### config.mk
export PLATFORM = sky130hd
export DESIGN_NAME = psum_accum
export DESIGN_NICKNAME = d
export VERILOG_FILES = /design/src/rtl/psum_accum.sv
export SDC_FILE = /design/constraint.sdc
export NUM_CORES = 2
export LEC_CHECK = 0
export ABC_AREA = 1
export CAP_MARGIN = 20
export CORE_UTILIZATION = 31
export CTS_BUF_LIST = sky130_fd_sc_hd__clkbuf_4 sky130_fd_sc_hd__clkbuf_8
export DETAILED_ROUTE_END_ITERATION = 16
export HOLD_SLACK_MARGIN = 0.02
export PLACE_DENSITY_LB_ADDON = 0.3
export RECOVER_POWER = 100
export SLEW_MARGIN = 0
export SYNTH_ARGS = -nofsm -noshare
export SYNTH_HDL_FRONTEND = slang
export SYNTH_SLANG_ARGS = --single-unit
### constraint.sdc
create_clock -name clk -period 11.16 [get_ports clk]
set_input_delay 2.232 -clock clk [delete_from_list [all_inputs] [get_ports clk]]
set_output_delay 2.232 -clock clk [all_outputs]
set_load 0.05 [all_outputs]
### src/rtl/psum_accum.sv
`default_nettype none
// ============================================================================
// Module   : psum_accum
// Purpose  : Multi-pass partial-sum accumulator for the bottom edge of a
//            systolic array. Each pass streams depth rows of col signed
//            lanes into a bank, which is overwritten on pass 0 and
//            saturating-accumulated on later passes. After the last pass
//            the bank is drained row by row under a valid/ready handshake.
// Config   : define PSUM_ACCUM_RELU_EN to clamp negative lanes to zero on
//            the drain path. Bank contents stay raw in either build.
// Revision : 1.0 - initial release
// ============================================================================
module psum_accum #(
  parameter int col     = 8,
  parameter int psum_bw = 16,
  parameter int depth   = 16,
  parameter int aw      = 4
) (
  input  logic                     clk,
  input  logic                     reset,
  input  logic                     start,
  input  logic [3:0]               num_pass,
  input  logic [col*psum_bw-1:0]   in_psum,
  input  logic                     in_valid,
  output logic                     in_ready,
  output logic [col*psum_bw-1:0]   out_data,
  output logic                     out_valid,
  input  logic                     out_ready,
  output logic                     busy,
  output logic                     done
);

  typedef enum logic [1:0] {
    IDLE  = 2'd0,
    ACCUM = 2'd1,
    DRAIN = 2'd2
  } state_t;

  localparam logic [aw-1:0] LAST_ADDR = aw'(depth - 1);

  state_t                   state_q;
  logic [aw-1:0]            wr_addr_q;
  logic [aw-1:0]            rd_addr_q;
  logic [3:0]               pass_cnt_q;
  logic [3:0]               num_pass_q;
  logic                     done_q;

  // One packed row per output pixel; never reset because pass 0 overwrites.
  logic [col*psum_bw-1:0]   bank_q [depth];

  logic [col*psum_bw-1:0]   wr_row_d;
  logic [col*psum_bw-1:0]   rd_row;
  logic                     beat_acc;
  logic                     drain_hs;
  logic                     last_pass;

  assign in_ready  = (state_q == ACCUM);
  assign out_valid = (state_q == DRAIN);
  assign busy      = (state_q != IDLE);
  assign done      = done_q;

  assign beat_acc  = in_valid & in_ready;
  assign drain_hs  = out_valid & out_ready;
  assign last_pass = (pass_cnt_q == 4'(num_pass_q - 4'd1));
  assign rd_row    = bank_q[rd_addr_q];

  // Per-lane write data (overwrite or saturating add) and drain transform.
  for (genvar k = 0; k < col; k++) begin : g_lane
    localparam logic signed [psum_bw-1:0] SAT_MAX = {1'b0, {(psum_bw-1){1'b1}}};
    localparam logic signed [psum_bw-1:0] SAT_MIN = {1'b1, {(psum_bw-1){1'b0}}};

    logic signed [psum_bw-1:0] old_v;
    logic signed [psum_bw-1:0] new_v;
    logic signed [psum_bw:0]   sum_v;
    logic signed [psum_bw-1:0] acc_v;
    logic signed [psum_bw-1:0] rd_v;
    logic signed [psum_bw-1:0] drain_v;

    assign old_v = bank_q[wr_addr_q][k*psum_bw +: psum_bw];
    assign new_v = in_psum[k*psum_bw +: psum_bw];
    // One guard bit is enough to detect overflow of a two-operand add.
    assign sum_v = {old_v[psum_bw-1], old_v} + {new_v[psum_bw-1], new_v};

    // Select overwrite on the first pass, otherwise clamp the widened sum.
    always_comb begin
      acc_v = sum_v[psum_bw-1:0];
      if (pass_cnt_q == 4'd0) begin
        acc_v = new_v;
      end else if (sum_v[psum_bw] != sum_v[psum_bw-1]) begin
        acc_v = sum_v[psum_bw] ? SAT_MIN : SAT_MAX;
      end
    end

    assign wr_row_d[k*psum_bw +: psum_bw] = acc_v;

    assign rd_v = rd_row[k*psum_bw +: psum_bw];
`ifdef PSUM_ACCUM_RELU_EN
    assign drain_v = rd_v[psum_bw-1] ? '0 : rd_v;
`else
    assign drain_v = rd_v;
`endif

    // Output is forced to zero outside DRAIN so idle/reset shows no data.
    assign out_data[k*psum_bw +: psum_bw] = (state_q == DRAIN) ? drain_v : '0;
  end

  // Bank write port: one row per accepted input beat.
  always_ff @(posedge clk) begin
    if (beat_acc) begin
      bank_q[wr_addr_q] <= wr_row_d;
    end
  end

  // Control FSM: job launch, pass/address counting, drain sequencing, done.
  always_ff @(posedge clk) begin
    if (reset) begin
      state_q    <= IDLE;
      wr_addr_q  <= '0;
      rd_addr_q  <= '0;
      pass_cnt_q <= '0;
      num_pass_q <= '0;
      done_q     <= 1'b0;
    end else begin
      done_q <= 1'b0;
      case (state_q)
        IDLE: begin
          if (start) begin
            num_pass_q <= (num_pass == 4'd0) ? 4'd1 : num_pass;
            wr_addr_q  <= '0;
            rd_addr_q  <= '0;
            pass_cnt_q <= '0;
            state_q    <= ACCUM;
          end
        end
        ACCUM: begin
          if (beat_acc) begin
            if (wr_addr_q == LAST_ADDR) begin
              wr_addr_q <= '0;
              if (last_pass) begin
                state_q <= DRAIN;
              end else begin
                pass_cnt_q <= pass_cnt_q + 4'd1;
              end
            end else begin
              wr_addr_q <= wr_addr_q + aw'(1);
            end
          end
        end
        DRAIN: begin
          if (drain_hs) begin
            if (rd_addr_q == LAST_ADDR) begin
              rd_addr_q <= '0;
              state_q   <= IDLE;
              done_q    <= 1'b1;
            end else begin
              rd_addr_q <= rd_addr_q + aw'(1);
            end
          end
        end
        default: state_q <= IDLE;
      endcase
    end
  end

endmodule
`default_nettype wire

==> impl_summary.md <==
Timing
The time the worst path needs with I/O delays and setup is 9.76 ns. The final clock period utilization by the worst path is 87.5%. The max-slew violation total from the final report is 2052. The highest clock rate is 0.102 GHz.

Setup repair after global routing left no endpoint under its margin. The hold violation count in the final report is 0. The transition at the pin with the smallest max-transition slack is 7.48 ns. Setup violations remaining at the end of the flow were counted as 0. Across the routed clock network, the largest skew measured is 0.0896 ns. Final hold analysis gives a worst-case slack of 0.496 ns. In this run the tightest slew margin relative to its limit is -399%.

Detailed routing
Summing over every cut layer, the via total after detailed routing is 89300. The routed via count divided by cell count is 5.47. The routed wire length is 382000 microns. In the routed design, unresolved DRC markers number 0. The average wire per standard cell is 23.4 microns. Once detail routing completed, the nets flagged for antenna violations numbered 0. Before antenna repair, the detailed router went through 6 iterations. The number of DRC markers in iteration 0 is 9284.

GRT
The via count of the first global-routing pass is 85200. The global-route usage over all layers is 20.8%. Entering global routing, the biggest net connects 254 pins.

The overall overflow remaining after global route is 0. The first global-routing pass estimated 558000 microns of wire. The number of antenna violations at the first check in global routing is 17.

Synthesis
Counting every net in the synthesized netlist gives 11800. The count of flip-flops with a built-in enable after synthesis is 2048. After synthesis, the largest area contributor takes up 56.5% of total cell area. By area the synthesized netlist is led by edfxtp_1 57%, o21ai_0 11%, a21oi_1 7.2%.

In the synthesized netlist, the number of instances is 11500. The proportion of synthesized flip-flops having asynchronous set or reset is 0%. The synthesized design contains 2075 register bits.

For this run, the number of Yosys warnings is 0. The fraction of the yosys area taken by sequential cells is 57.0%. Counting distinct cell types in the post-synthesis netlist gives 55.

The average instance in the mapped netlist occupies 9.47 sq um. The biggest area contributor in the post-synthesis netlist is edfxtp_1. The post-synthesis instance area is 109000 sq um. The most used flip-flop cell after synthesis is edfxtp_1.

Job
The number of violations of the max-capacitance limit is 54.

Layout
Once layout is complete, the cells apart from fillers number 16300. Leaving out fill and tap cells, the most frequent cells in the layout are 2340 x o21ai_0, 2048 x edfxtp_1, 1583 x a21oi_1. The growth of design area from synthesis to finish is 12.0%. In the final layout, the share of cells above drive strength 1 is 6.19%. The final-stage net count is 11700. After filler insertion, the fill cell instance count of the layout stands at 35400.

The commonest non-fill, non-tap cell in the layout is o21ai_0.

Floorplanning
The total core area is 349000 sq um. The die covers 353000 sq um. The number of cell rows is 217. The number of ports placed on the die boundary is 269.

The starting utilization of the core area is 31.2%. The die is 594 microns wide. The vertical die dimension is 594 microns.

Worst hold path
The worst hold path was traced through 2 stages. The min-delay analysis places its worst path in the category reg -> reg. In this run the most critical hold path is launched from num_pass_q[1]. The worst hold path terminates at num_pass_q[1].

Clock network
After clock tree synthesis, the clock-pin slew on the worst setup and hold paths is 0.06 ns. The hold buffer count at CTS is 0. Clock latency on the worst-skew pair, taken at its later pin, is 1.06 ns.

The root cell of the clock tree is clkbuf_8. Buffers inserted during clock tree synthesis total 374. The number of instances resized during post-cts repair is 0. The clock net in this run drives a total of 2075 sinks. TritonCTS built the clock tree. The total number of H-tree levels is 5.

Counting along the longest clock path gives a buffer depth of 4. The post-CTS setup repair buffer count is 0.

Worst setup path
The setup check on the worst reg-to-reg path leaves a slack of 1.95 ns. Walking the worst path, the cells encountered are dlygate4sd3_1, inv_1, nor2_1, inv_1, nor2_4, clkbuf_1, dlymetal6s4s_1. The family with the most delay on the worst path is buffers and inverters.

The worst setup path is launched from an input port. The worst setup path is captured at a flip-flop. The cell type with the highest occurrence count on the critical path is inv_1. The largest stage delay on the critical path is 4.34 ns. The largest fanout of any net on the critical path is 65.

Among all stages on the critical path, the largest delay is contributed by dlymetal6s4s_1. The critical path is of the in -> reg type. Measured in cells, the most critical reg-to-reg path has a length of 19. Data on the critical path arrives at its endpoint at 10.22 ns.

The sum of buffers and inverters on the critical path is 5. The required time at the worst-slack endpoint is 11.62 ns. The endpoint of the worst-slack reg-to-reg timing path is bank_q[4][29].

Outcome
The final reports fail on capacitance limit, slew limit. The flow ran to the end, but the final reports show violations.

Power and ir drop
The maximum vdd drop is 125 uV. The analysis attributes to cell leakage a power of 41.3 nW. The power per standard cell area is 188 nW/um^2.

Placement
The number of buffers added on ports is 268. In this run, placement finished with an instance count of 15700. After legalization and detailed placement, the total HPWL measured 198000 microns. The congestion estimate from routability-driven global placement came to 0.848.
[worst max path at each step]
stage / startpoint / endpoint / cells after the start
3_5_place_dp: flip-flop / out_data[17] / 8
4_1_cts: flip-flop / out_data[17] / 8
2_1_floorplan: in_valid / bank_q[11][0] / 4
5_1_grt: flip-flop / bank_q[3][34] / 24
6_report: in_valid / bank_q[15][37] / 7
3_3_place_gp: flip-flop / out_data[17] / 8
[cells in the mapped netlist, types with 7 or more instances]
master    count
nor2_1     1023
nand3_1     560
o21ai_0    2338
buf_4        24
nand2_1     883
edfxtp_1   2048
buf_6        22
buf_1        65
o21bai_1     21
inv_2        12
o221ai_1     44
nand3b_1     12
buf_2       263
o21ai_1     134
nand2_2      15
fa_1          8
xor2_1       71
a21oi_1    1559
or2_1         7
clkbuf_1    518
inv_1       917
dfxtp_1      27
o211ai_1    598
xnor2_1      21
o22ai_1      39
and2_1       12
a21oi_2      27
ha_1        136
nor3_1       18
[area by class of cell]
class,instances,area (sq um),share of cell area (%)
Inverter,933,3580,2.94
Clock inverter,122,842,0.691
Clock buffer,517,6300,5.17
Multi-Input combinational cell,7582,39100,32.1
Sequential cell,2075,62100,51.0
Tap cell,4599,5750,4.72
Timing Repair Buffer,493,4190,3.44
Antenna cell,6,15.0,0.0123
[cell families after synthesis]
logic type,after synthesis,synth area share (%)
AND/OR/NAND/NOR,2560,9.77
buffers and inverters,1829,6.89
adder cells (fa/ha/maj),144,1.71
AO/OA/AOI/OAI,4786,23.8
flip-flops,2075,57.0
XOR/XNOR,92,0.741
[worst reg2reg max path, cell delays in order (launching register included)]
cell and delay (ns):
dfxtp_1 0.82, buf_12 0.57, clkbuf_1 2.63, buf_4 1.09
o21ai_0 0.29, o21ai_0 0.22, o21ai_0 0.10, o22ai_1 0.35
ha_1 0.35, nand2_1 0.14, inv_1 0.05, a21oi_1 0.13
nand2_1 0.13, nand2_1 0.12, nand2_1 0.06, nand2_1 0.06
nand2_1 0.09, nand2_1 0.43, nand2_1 0.13, a21oi_1 1.01
[power by group]
group          leakage (nW)  switching (mW)  internal, mW
combinational          18.8            4.94          2.06
clock                  3.80            3.27          3.81
sequential             18.6          0.0767          8.70
total                  41.3            8.28          14.6
[metrics by stage]
stage | instance area, sq um | setup TNS, ns | power (mW) | setup WS, ns | utilization [%]
after floorplan | 109000 | -334.10 | 13.9 | -0.870 | -
after global placement | 115000 | 0 | 16.0 | 3.97 | 33.0
after detailed placement | 115000 | 0 | 16.0 | 3.97 | 33.0
after CTS | 122000 | 0 | 23.1 | 2.77 | 35.1
after global routing | 122000 | 0 | 24.1 | 1.22 | 34.9
final | 122000 | 0 | 22.9 | 1.40 | 34.9
[registers in the layout (all words and copies together) (netlist names), named ones only]
register	cells
bank_q	2048
done	1
num_pass_q	4
pass_cnt_q	4
rd_addr_q	4
state_q	2
wr_addr_q	4
[layer usage]
metal	up-vias	wire, microns	track usage (%)
li1	41400	-	-
met1	43400	163000	27.8
met2	3795	177000	34.1
met3	779	28500	2.79
met4	8	14600	7.90
met5	-	48	0
Power figures use the tool's default switching activity.
